==> src/rtl/siren_monitor.sv <==
// Protocol checker for the alarm siren tone generator: watches the 3-bit tone code
// against enable_siren / two_hz_enable, latches the first violation as a coded fault.
module siren_monitor #(
    parameter int unsigned START_TIMEOUT = 4,
    parameter int unsigned STOP_TIMEOUT  = 4,
    parameter int unsigned MAX_TICKS     = 2
) (
    input  logic       clock,
    input  logic       reset,
    input  logic       enable_siren,
    input  logic       two_hz_enable,
    input  logic [2:0] siren,
    input  logic       clear_fault,
    output logic       active,
    output logic       fault,
    output logic [2:0] fault_code,
    output logic [7:0] toggle_count,
    output logic [2:0] state
);

    typedef enum logic [2:0] {
        S_IDLE       = 3'd0,
        S_WAIT_START = 3'd1,
        S_LOW_TONE   = 3'd2,
        S_HIGH_TONE  = 3'd3,
        S_STOP_WAIT  = 3'd4,
        S_FAULT      = 3'd5
    } state_t;

    localparam logic [2:0] TONE_OFF  = 3'd0;
    localparam logic [2:0] TONE_LOW  = 3'd1;
    localparam logic [2:0] TONE_HIGH = 3'd4;

    localparam logic [2:0] CODE_NONE     = 3'd0;
    localparam logic [2:0] CODE_START    = 3'd1;
    localparam logic [2:0] CODE_ILLEGAL  = 3'd2;
    localparam logic [2:0] CODE_STUCK    = 3'd3;
    localparam logic [2:0] CODE_STOP     = 3'd4;
    localparam logic [2:0] CODE_SPURIOUS = 3'd5;

    // Timers compare against the last allowed count, so a timeout of N fails on the Nth cycle.
    localparam logic [7:0] START_LAST = 8'(START_TIMEOUT - 1);
    localparam logic [7:0] STOP_LAST  = 8'(STOP_TIMEOUT - 1);
    localparam logic [3:0] TICK_LIMIT = 4'(MAX_TICKS);

    state_t     state_q, state_d;
    logic [7:0] timer_q, timer_d;
    logic [3:0] tick_q, tick_d;
    logic [7:0] toggle_q, toggle_d;
    logic [2:0] code_q, code_d;

    logic [2:0] own_tone;
    logic [2:0] other_tone;
    state_t     other_state;

    assign own_tone    = (state_q == S_HIGH_TONE) ? TONE_HIGH : TONE_LOW;
    assign other_tone  = (state_q == S_HIGH_TONE) ? TONE_LOW : TONE_HIGH;
    assign other_state = (state_q == S_HIGH_TONE) ? S_LOW_TONE : S_HIGH_TONE;

    // State and datapath registers
    always_ff @(posedge clock or negedge reset) begin
        if (!reset) begin
            state_q  <= S_IDLE;
            timer_q  <= 8'd0;
            tick_q   <= 4'd0;
            toggle_q <= 8'd0;
            code_q   <= CODE_NONE;
        end else begin
            state_q  <= state_d;
            timer_q  <= timer_d;
            tick_q   <= tick_d;
            toggle_q <= toggle_d;
            code_q   <= code_d;
        end
    end

    // Next-state and datapath update; branch order encodes the per-cycle priority
    always_comb begin
        state_d  = state_q;
        timer_d  = timer_q;
        tick_d   = tick_q;
        toggle_d = toggle_q;
        code_d   = code_q;
        case (state_q)
            S_IDLE: begin
                if (enable_siren) begin
                    state_d  = S_WAIT_START;
                    toggle_d = 8'd0;
                    timer_d  = 8'd0;
                end else if (siren != TONE_OFF) begin
                    state_d = S_FAULT;
                    code_d  = CODE_SPURIOUS;
                end
            end
            S_WAIT_START: begin
                if (!enable_siren) begin
                    state_d = S_STOP_WAIT;
                    timer_d = 8'd0;
                end else if (siren == TONE_LOW) begin
                    state_d = S_LOW_TONE;
                    tick_d  = 4'd0;
                end else if (siren != TONE_OFF) begin
                    state_d = S_FAULT;
                    code_d  = CODE_ILLEGAL;
                end else if (timer_q == START_LAST) begin
                    state_d = S_FAULT;
                    code_d  = CODE_START;
                end else begin
                    timer_d = timer_q + 8'd1;
                end
            end
            S_LOW_TONE, S_HIGH_TONE: begin
                if (!enable_siren) begin
                    state_d = S_STOP_WAIT;
                    timer_d = 8'd0;
                end else if (siren == other_tone) begin
                    // A change coinciding with a tick still counts as a toggle.
                    state_d  = other_state;
                    tick_d   = 4'd0;
                    toggle_d = (toggle_q == 8'hFF) ? toggle_q : toggle_q + 8'd1;
                end else if (siren == own_tone) begin
                    if (two_hz_enable) begin
                        if (tick_q + 4'd1 == TICK_LIMIT) begin
                            state_d = S_FAULT;
                            code_d  = CODE_STUCK;
                        end else begin
                            tick_d = tick_q + 4'd1;
                        end
                    end
                end else begin
                    state_d = S_FAULT;
                    code_d  = CODE_ILLEGAL;
                end
            end
            S_STOP_WAIT: begin
                if (siren == TONE_OFF) begin
                    state_d = S_IDLE;
                end else if (siren == TONE_LOW || siren == TONE_HIGH) begin
                    if (timer_q == STOP_LAST) begin
                        state_d = S_FAULT;
                        code_d  = CODE_STOP;
                    end else begin
                        timer_d = timer_q + 8'd1;
                    end
                end else begin
                    state_d = S_FAULT;
                    code_d  = CODE_ILLEGAL;
                end
            end
            S_FAULT: begin
                if (clear_fault) begin
                    state_d = S_IDLE;
                    code_d  = CODE_NONE;
                end
            end
            default: begin
                state_d = S_IDLE;
            end
        endcase
    end

    // Outputs decoded from registered state only
    always_comb begin
        active = 1'b0;
        fault  = 1'b0;
        case (state_q)
            S_LOW_TONE, S_HIGH_TONE: active = 1'b1;
            S_FAULT:                 fault  = 1'b1;
            default: begin
                active = 1'b0;
                fault  = 1'b0;
            end
        endcase
    end

    assign fault_code   = code_q;
    assign toggle_count = toggle_q;
    assign state        = state_q;

endmodule

==> config.mk <==
export PLATFORM = sky130hd
export DESIGN_NAME = siren_monitor
export DESIGN_NICKNAME = d
export VERILOG_FILES = /design/src/rtl/siren_monitor.sv
export SDC_FILE = /design/constraint.sdc
export NUM_CORES = 1
export LEC_CHECK = 0
export CAP_MARGIN = 25
export CORE_ASPECT_RATIO = 1.25
export CORE_UTILIZATION = 55
export DETAILED_ROUTE_END_ITERATION = 10
export PLACE_DENSITY = 0.9
export SYNTH_ARGS = -nofsm -noshare
export SYNTH_HDL_FRONTEND = slang
export SYNTH_SLANG_ARGS = --single-unit
==> constraint.sdc <==
create_clock -name clock -period 4.7 [get_ports clock]
set_input_delay 0.47 -clock clock [delete_from_list [all_inputs] [get_ports clock]]
set_output_delay 0.47 -clock clock [all_outputs]
set_load 0.03 [all_outputs]
# After elaboration in Yosys (flattened, before gate mapping)
# Index checks and enable logic that the tools add are counted.
# word_totals
reg_bits	26
in_bits	8
output_inout_bits	16
# op_classes
add_sub_neg	3
n_eq_ne	38
muxes	55
n_reduce_logical	14
# ops
operator	n
8-bit two-way mux	11
3-bit two-way mux	29
8-bit one-hot mux with 4 select lines	1
3-bit != test (second input constant)	10
3-bit one-hot mux with 5 select lines	2
4-bit two-way mux	7
2-bit != test (second input constant)	14
8-bit by 1-bit adder with 8-bit output (second input constant)	2
8-bit one-hot mux with 2 select lines	1
7-bit AND reduction	2
13-bit AND reduction	1
5-bit != test (second input constant)	2
3-bit equality test (second input constant)	3
8-bit by 2-bit equality test with 1-bit output (second input constant)	1
8-bit equality test (second input constant)	1
4-bit one-hot mux with 2 select lines	1
3-bit by 1-bit equality test with 1-bit output (second input constant)	2
3-bit by 2-bit equality test with 1-bit output (second input constant)	2
3-bit equality test	2
3-bit logical NOT	2
5-bit AND reduction	1
5-bit nonzero test	1
4-bit by 1-bit adder with 4-bit output (second input constant)	1
4-bit by 2-bit equality test with 1-bit output (second input constant)	1
other kinds (7)	10

# Logic depth before layout (Yosys ltp)
# Gate-level depths: netlist (run 1).
# depth
ltp_word	8
depth_mapped	7

# Worst setup path after synthesis (run 1)
# OpenSTA, ideal clock, no wires.
# synth_path
kind	register to register
startpoint	reg timer_q[0]
endpoint	reg code_q[0], in the netlist fault_code[0]
setup_time_ns	0.128
t_arrival_ns	1.970
required_time_ns	4.572
setup_slack_ns	2.603
path_stages_with_launch	8
n_path_buf	1
synth_period_minus_slack_ns	2.097
path_cell_list	dfrtp_1 ha_1 nor4b_1 and2_1 buf_2 or4_1 o2111ai_2 mux2_1
# synth_via
elab_chain_len	3
# synth_rtl
element	line	rtl
from (decl)	47	logic [7:0] timer_q, timer_d;
from (signal assigned)	70	timer_q <= timer_d;
8-bit by 2-bit equality test with 1-bit output *	105, 139	
3-bit != test (no source line)	n/a	
13-bit AND reduction (no source line) *	n/a	
to (signal assigned)	73	code_q <= code_d;
to (decl)	50	logic [2:0] code_q, code_d;
# Mark *: on every way between the ends. The rest lies on a longest branch, timed or not.
# A chain may end at the register's enable or synchronous reset.

# Final worst setup path (run 1)
# layout_path
startpoint	reg state_q[1], in the netlist state[1]
endpoint	out active
# layout_via
elab_chain_len	3
# layout_rtl
element	line	rtl
from (decl)	46	state_t state_q, state_d;
from (signal assigned)	69	state_q <= state_d;
3-bit by 2-bit equality test with 1-bit output	166	case (state_q)
2-bit OR reduction *	166	
1-bit two-way mux *	166	
to (decl)	14	output logic active,
# Marks and branches as above.

==> flow_summary_export.csv, run 1 <==
group,metric,value,unit
power,power,0.975,mW
power,ir_drop,335,uV
cts,cts_buffers,3,
floorplan,io_pins,24,
cts,clk_latency,0.28,ns
synthesis,yosys.area.top_type_share,32.6,%
critical_path,required,4.23,ns
timing,period_share,59.2,%
synthesis,syn_avg_cell_area,8.58,um2
route,dr.pass1.iters,4,
cts,tritoncts,"yes",
cells_and_area,multi_input_area,1240,um2
cts,clockBufferDepth,2,
worst_hold_path,whs_path_depth,1,
place,post-dp-hpwl,3350,um
floorplan,num_rows,24,
timing,rsz0062_at_grt,"false",
cts,hold_buffers,0,
synthesis,yosysWarnings,0,
synthesis,synth_nets,245,
timing,slew_violations,0,
cts,cts_root_buf,"clkbuf_8",
critical_path,crit_arrival,2.31,ns
route,via_per_inst,6.60,
timing,fmax,360,MHz
route,drtIter0Drc,102,
global_routing,antenna_found_initial,0,
floorplan,dieHeight,69.4,um
power,powerDensity,428,nW/um2
cells_and_area,layout-drive-gt1-share,7.23,%
global_routing,grt_max_degree,27,
cells_and_area,nNetsFinal,262,
critical_path,cp-end-kind,"primary output",
run,timing.max_cap.violations,0,
critical_path,worstSetupStartpointType,"flop",
synthesis,synth.distinct_cells,56,
synthesis,async_flop_share,100,%
synthesis,synth_area_leaders,"dfrtp_1 33%, o21ai_0 5.8%, nor2_1 3.8%",
cells_and_area,diodes,0,
synthesis,synthCells,233,
route,antenna_left,0,
route,vias,1901,
place,placed_area,2210,um2
synthesis,yosys.area.top_type,"dfrtp_1",
floorplan,start_util,57.4,%
timing,setup_violations,0,
critical_path,path_class,"reg -> out",
global_routing,grt_pass1_vias,1771,
synthesis,mappedNetlistArea,2000,um2
timing,finalHoldViolations,0,
global_routing,grt_first_pass_wirelength,8020,um
route,drc,0,
cts,cts_setup_buffers,0,
timing,worst_pin_slew,0.844,ns
floorplan,die_area,3880,um2
timing,slew_headroom,43.3,%
run_status,outcome,"completed",
cells_and_area,fillCellCount,297,
place,portBuffers,23,
cts,cts.sinks,26,
synthesis,ys.flop_type,"dfrtp_1",
cts,cts_max_level,1,
floorplan,die_w,55.9,um
route,routed_wl,4720,um
synthesis,synth_edf_count,0,
cts,post_cts_resized,0,
worst_hold_path,hp-class,"reg -> reg",
synthesis,ys_ff_latch,26,
cells_and_area,area_growth,14.1,%
timing,fin_worst_skew,0.00860,ns
cells_and_area,seq_area,651,um2
floorplan,core,3480,um2
power,p_leak,0.904,nW
timing,layout_min_cycle_time,2.78,ns
place,place.gp.congestion,0.913,
global_routing,grt_overflow,0,
cts,cts.clk_slew.worst_paths,0.10,ns
cells_and_area,finalInstanceArea,2280,um2
global_routing,grt_use_total,25.7,%
timing,setup_tns,0,ns
critical_path,crit_path_max_fanout,22,
synthesis,synth_seq_area_share,32.6,%
critical_path,rr_worst_depth,5,
route,wl_per_cell,16.4,um
[cell type report]
class | count | area share (%)
inverters | 7 | 1.15
repair buffers | 25 | 10.8
multi-input cells | 187 | 54.3
clock buffers | 3 | 1.81
clock inverters | 1 | 1.32
flip-flops and latches | 26 | 28.5
well taps | 39 | 2.14
[cells by family after synthesis]
family                     after synthesis  share of synthesized area, %
AOI/OAI and AO/OA                       66                          22.5
xor gates and xnor gates                 6                          2.63
adders and majority gates                4                          2.50
buffers and inverters                   20                          5.51
DFF                                     26                          32.6
muxes                                   10                          5.32
and+or+nand+nor                        101                          28.9
[placed cells by master (no fill, tap or decap), types with 5 or more instances in the layout]
cell type         n
a21oi_1           8
clkdlybuf4s50_1  23
dfrtp_1          26
inv_1             7
mux2i_1           5
nand2_1          12
nand2b_1          9
nand3_1          11
nor2_1           20
nor3_1           10
nor4_1            5
o21ai_0          23
xnor2_1           6
[path summary, 6_finish.rpt]
path	from	end	slack, ns
worst min register to register	timer_q[7]	timer_q[7]	0.50
worst max register to register	state[1]	state[0]	2.33
worst max-delay path	state[1]	active	1.92
max in group asynchronous	reset	fault_code[1]	3.89
worst min-delay path	timer_q[7]	timer_q[7]	0.50
min in group asynchronous	reset	toggle_count[7]	0.55
[where the power goes]
part | internal [mW] | total (mW) | leakage, nW | switching [mW]
Sequential | 0.264 | 0.336 | 0.349 | 0.0720
Combinational | 0.194 | 0.449 | 0.520 | 0.255
Clock | 0.114 | 0.191 | 0.0357 | 0.0767
[registers in the layout, summed over array words and instances (netlist names)]
signal        count
timer_q           8
toggle_count      8
state             3
fault_code        3
tick_q            4
[synthesized netlist by cell type (all sizes together), types with 2 or more instances]
library cell / n
dfrtp: 26
o21ai: 23
nor2: 20
nand2: 12
nand3: 11
buf: 10
nand2b: 10
nor3: 10
a21oi: 8
inv: 7
xnor2: 6
mux2: 5
mux2i: 5
nor4: 5
a211oi: 4
and3: 4
ha: 4
o21a: 4
o31ai: 4
or2: 4
a22o: 3
clkbuf: 3
nor2b: 3
nor3b: 3
or3: 3
a211o: 2
a21o: 2
a311oi: 2
and2: 2
and3b: 2
nand3b: 2
nand4: 2
nor4b: 2
nor4bb: 2
o211ai: 2
o22ai: 2
[metrics by stage]
step                      hold slack [ns]  cells  utilization, %  worst slack (ns)
final                               0.497    288            65.4              1.92
after CTS                           0.495    288            65.4              2.00
after global placement              0.470    284            63.4              2.04
after global routing                0.535    288            65.4              1.90
after floorplan                     0.174    233               -              2.60
after detailed placement            0.479    284            63.4              2.01
[layer usage]
layer  routed length (um)  global-route usage, %
met5                    0                      0
met4                  144                   12.7
met3                  188                   2.99
met2                 2450                   45.9
met1                 1940                   30.1
[critical path, cell delays in order, from the launching register on]
cell,delay (ns)
dfrtp_1,0.79
nand2b_1,0.31
inv_1,0.24
clkdlybuf4s50_1,0.71
Note: power is estimated with default switching activity, not from simulation.
==> run 2, diff against run 1 <==
--- a/config.mk
+++ b/config.mk
@@ -7,9 +7,9 @@
 export LEC_CHECK = 0
 export CAP_MARGIN = 25
 export CORE_ASPECT_RATIO = 1.25
-export CORE_UTILIZATION = 55
+export CORE_UTILIZATION = 50
 export DETAILED_ROUTE_END_ITERATION = 10
-export PLACE_DENSITY = 0.9
+export PLACE_DENSITY = 0.87
 export SYNTH_ARGS = -nofsm -noshare
 export SYNTH_HDL_FRONTEND = slang
 export SYNTH_SLANG_ARGS = --single-unit
==> constraint.sdc (replaced) <==
create_clock -name clock -period 2.3 [get_ports clock]
set_input_delay 0.23 -clock clock [delete_from_list [all_inputs] [get_ports clock]]
set_output_delay 0.23 -clock clock [all_outputs]
set_load 0.03 [all_outputs]
==> run 2 against run 1 <==
  * Clock power increased by 33%
  * Worst hold slack got worse by 0.18 ns
  * Clock-buffer cell count unchanged
  * Via count grew 1.2%
  * Setup slack got worse by 1.8 ns
  * Combinational power rose by 120%
  * Global-route usage down 2.1 points
  * Cell count rose by 12%
  * Routed wire length down 0.91%
  * Largest power group unchanged
==> flow_summary_export.csv, run 2 (synthesized netlist as in run 1, its figures left out) <==
group,metric,value,unit
run_status,outcome,"completed",
power,ir_drop,647,uV
cells_and_area,mostFrequentLayoutCell,"dfrtp_1",
critical_path,worstSetupStartpointType,"flop",
timing,fmax,462,MHz
timing,slew_headroom,59.8,%
global_routing,grt_use_total,23.6,%
cts,clk_latency,0.27,ns
power,swShare,42.6,%
place,place.gp.congestion,0.986,
cts,tritoncts,"yes",
route,dr.pass1.iters,4,
timing,setup_violations,0,
critical_path,path_class,"reg -> reg",
route,drtIter0Drc,100,
place,portBuffers,23,
route,wl_per_cell,14.5,um
cts,cts_buffers,3,
cells_and_area,diodes,0,
timing,holdWs,0.322,ns
floorplan,core,3820,um2
critical_path,crit_arrival,2.33,ns
cells_and_area,nNetsFinal,283,
power,switching_power,0.812,mW
cells_and_area,layout-drive-gt1-share,14.1,%
route,drc,0,
timing,finalHoldViolations,0,
power,intPower,1.10,mW
cts,clockBufferDepth,2,
critical_path,crit_path_max_fanout,5,
cts,cts.clk_slew.worst_paths,0.09,ns
timing,worst_pin_slew,0.599,ns
critical_path,worstPathCellList,"ha_1 > and2_1 > a211o_1 > and3_1 > o2111ai_2 > mux2_1",
global_routing,grt_first_pass_wirelength,7940,um
timing,period_share,94.2,%
route,vias,1924,
route,via_per_inst,5.96,
global_routing,grt_pass1_vias,1836,
floorplan,dieHeight,72.7,um
critical_path,required,2.46,ns
floorplan,die_w,58.5,um
power,p_leak,1.02,nW
cells_and_area,finalInstanceArea,2440,um2
global_routing,grt_max_degree,27,
floorplan,die_area,4250,um2
critical_path,crit_path_top_delay_cell,"dfrtp_1",
critical_path,cp_slowest_stage_delay,0.44,ns
floorplan,io_pins,24,
cts,cts_root_buf,"clkbuf_8",
timing,fin_worst_skew,0.00634,ns
cells_and_area,final_cell_mix,"26 x dfrtp_1, 23 x o21ai_0, 22 x buf_4",
critical_path,rr_worst_depth,6,
route,routed_wl,4680,um
cts,cts_max_level,1,
timing,slew_violations,0,
run,timing.max_cap.violations,0,
cts,cts_setup_buffers,0,
power,p_seq_share,34.7,%
global_routing,grt_overflow,0,
floorplan,start_util,52.4,%
power,powerDensity,782,nW/um2
critical_path,cp-end-kind,"flop",
power,clockPowerShare,13.3,%
timing,layout_min_cycle_time,2.17,ns
cells_and_area,fillCellCount,332,
worst_hold_path,hp-class,"in -> async",
timing,rsz0062_at_grt,"false",
route,antenna_left,0,
cells_and_area,area_growth,22.1,%
cts,cts.sinks,26,
floorplan,num_rows,25,
place,placed_area,2400,um2
place,post-dp-hpwl,3550,um
power,pwr-share-comb,52.0,%
global_routing,antenna_found_initial,0,
[run 2: cell types whose count changed in the layout (fill, tap and decap cells not counted), sizes merged]
cell | before | now
buf | 2 | 23
clkdlybuf4s50 | 23 | 21
bufinv | 1 | 0
dlygate4sd2 | 0 | 1
dlymetal6s2s | 0 | 1
[run 2: path summary, 6_finish.rpt]
check,to,start,slack [ns]
setup / recovery,fault_code[0],tick_q[0],0.13
hold / removal,tick_q[3],reset,0.32
hold reg to reg,timer_q[7],timer_q[7],0.49
min in group clock,timer_q[7],timer_q[7],0.49
setup reg to reg,fault_code[0],tick_q[0],0.13
max in group asynchronous,toggle_count[0],reset,1.72
[run 2: cell type report]
cell class,count,area (um2),area share (%)
multi-input cells,187,1240,50.7
flip-flops and latches,26,651,26.7
repair buffers,46,417,17.1
well taps,54,67.6,2.77
clock buffers,3,41.3,1.69
inverters,7,26.3,1.08
[run 2: metrics by stage]
step | TNS, ns | utilization, % | worst slack [ns] | total power, mW | instances
6_report | 0 | 63.9 | 0.134 | 1.91 | 323
2_1_floorplan | 0 | - | 0.203 | 1.36 | 233
3_5_place_dp | -0.0491 | 62.8 | -0.0238 | 1.65 | 320
5_1_grt | 0 | 63.9 | 0.00458 | 2.03 | 323
3_3_place_gp | 0 | 62.8 | 0.00934 | 1.64 | 320
4_1_cts | 0 | 63.9 | 0.0786 | 1.91 | 323
[run 2: repair_timing]
item                                   in CTS  in global routing
endpoints found under the hold margin       0                  0
hold buffers                                0                  0
resized for setup                           1                  1
setup endpoints to repair                   1                  1
[run 2: metal layers]
layer	global-route usage, %	vias to the layer above	wire length (um)
li1	-	944	-
met1	28.9	900	2020
met2	41.8	63	2360
met3	2.66	17	184
met4	9.26	0	123
met5	0	-	0
[run 2: worst max-delay path: cells and delay by family (launching register included)]
family | cells | cell delay [ns]
simple gates | 2 | 0.39
fa+ha+maj | 1 | 0.28
mux | 1 | 0.35
compound gates | 2 | 0.59
flops | 1 | 0.44
[run 2: power by group through the flow]
stage                     Clock (mW)  Combinational [mW]  Sequential (mW)
after global placement             0               0.971            0.668
after detailed placement           0               0.985            0.669
after global routing           0.271                1.08            0.679
after floorplan                    0               0.659            0.696
after CTS                      0.259               0.987            0.661
final                          0.254               0.992            0.663
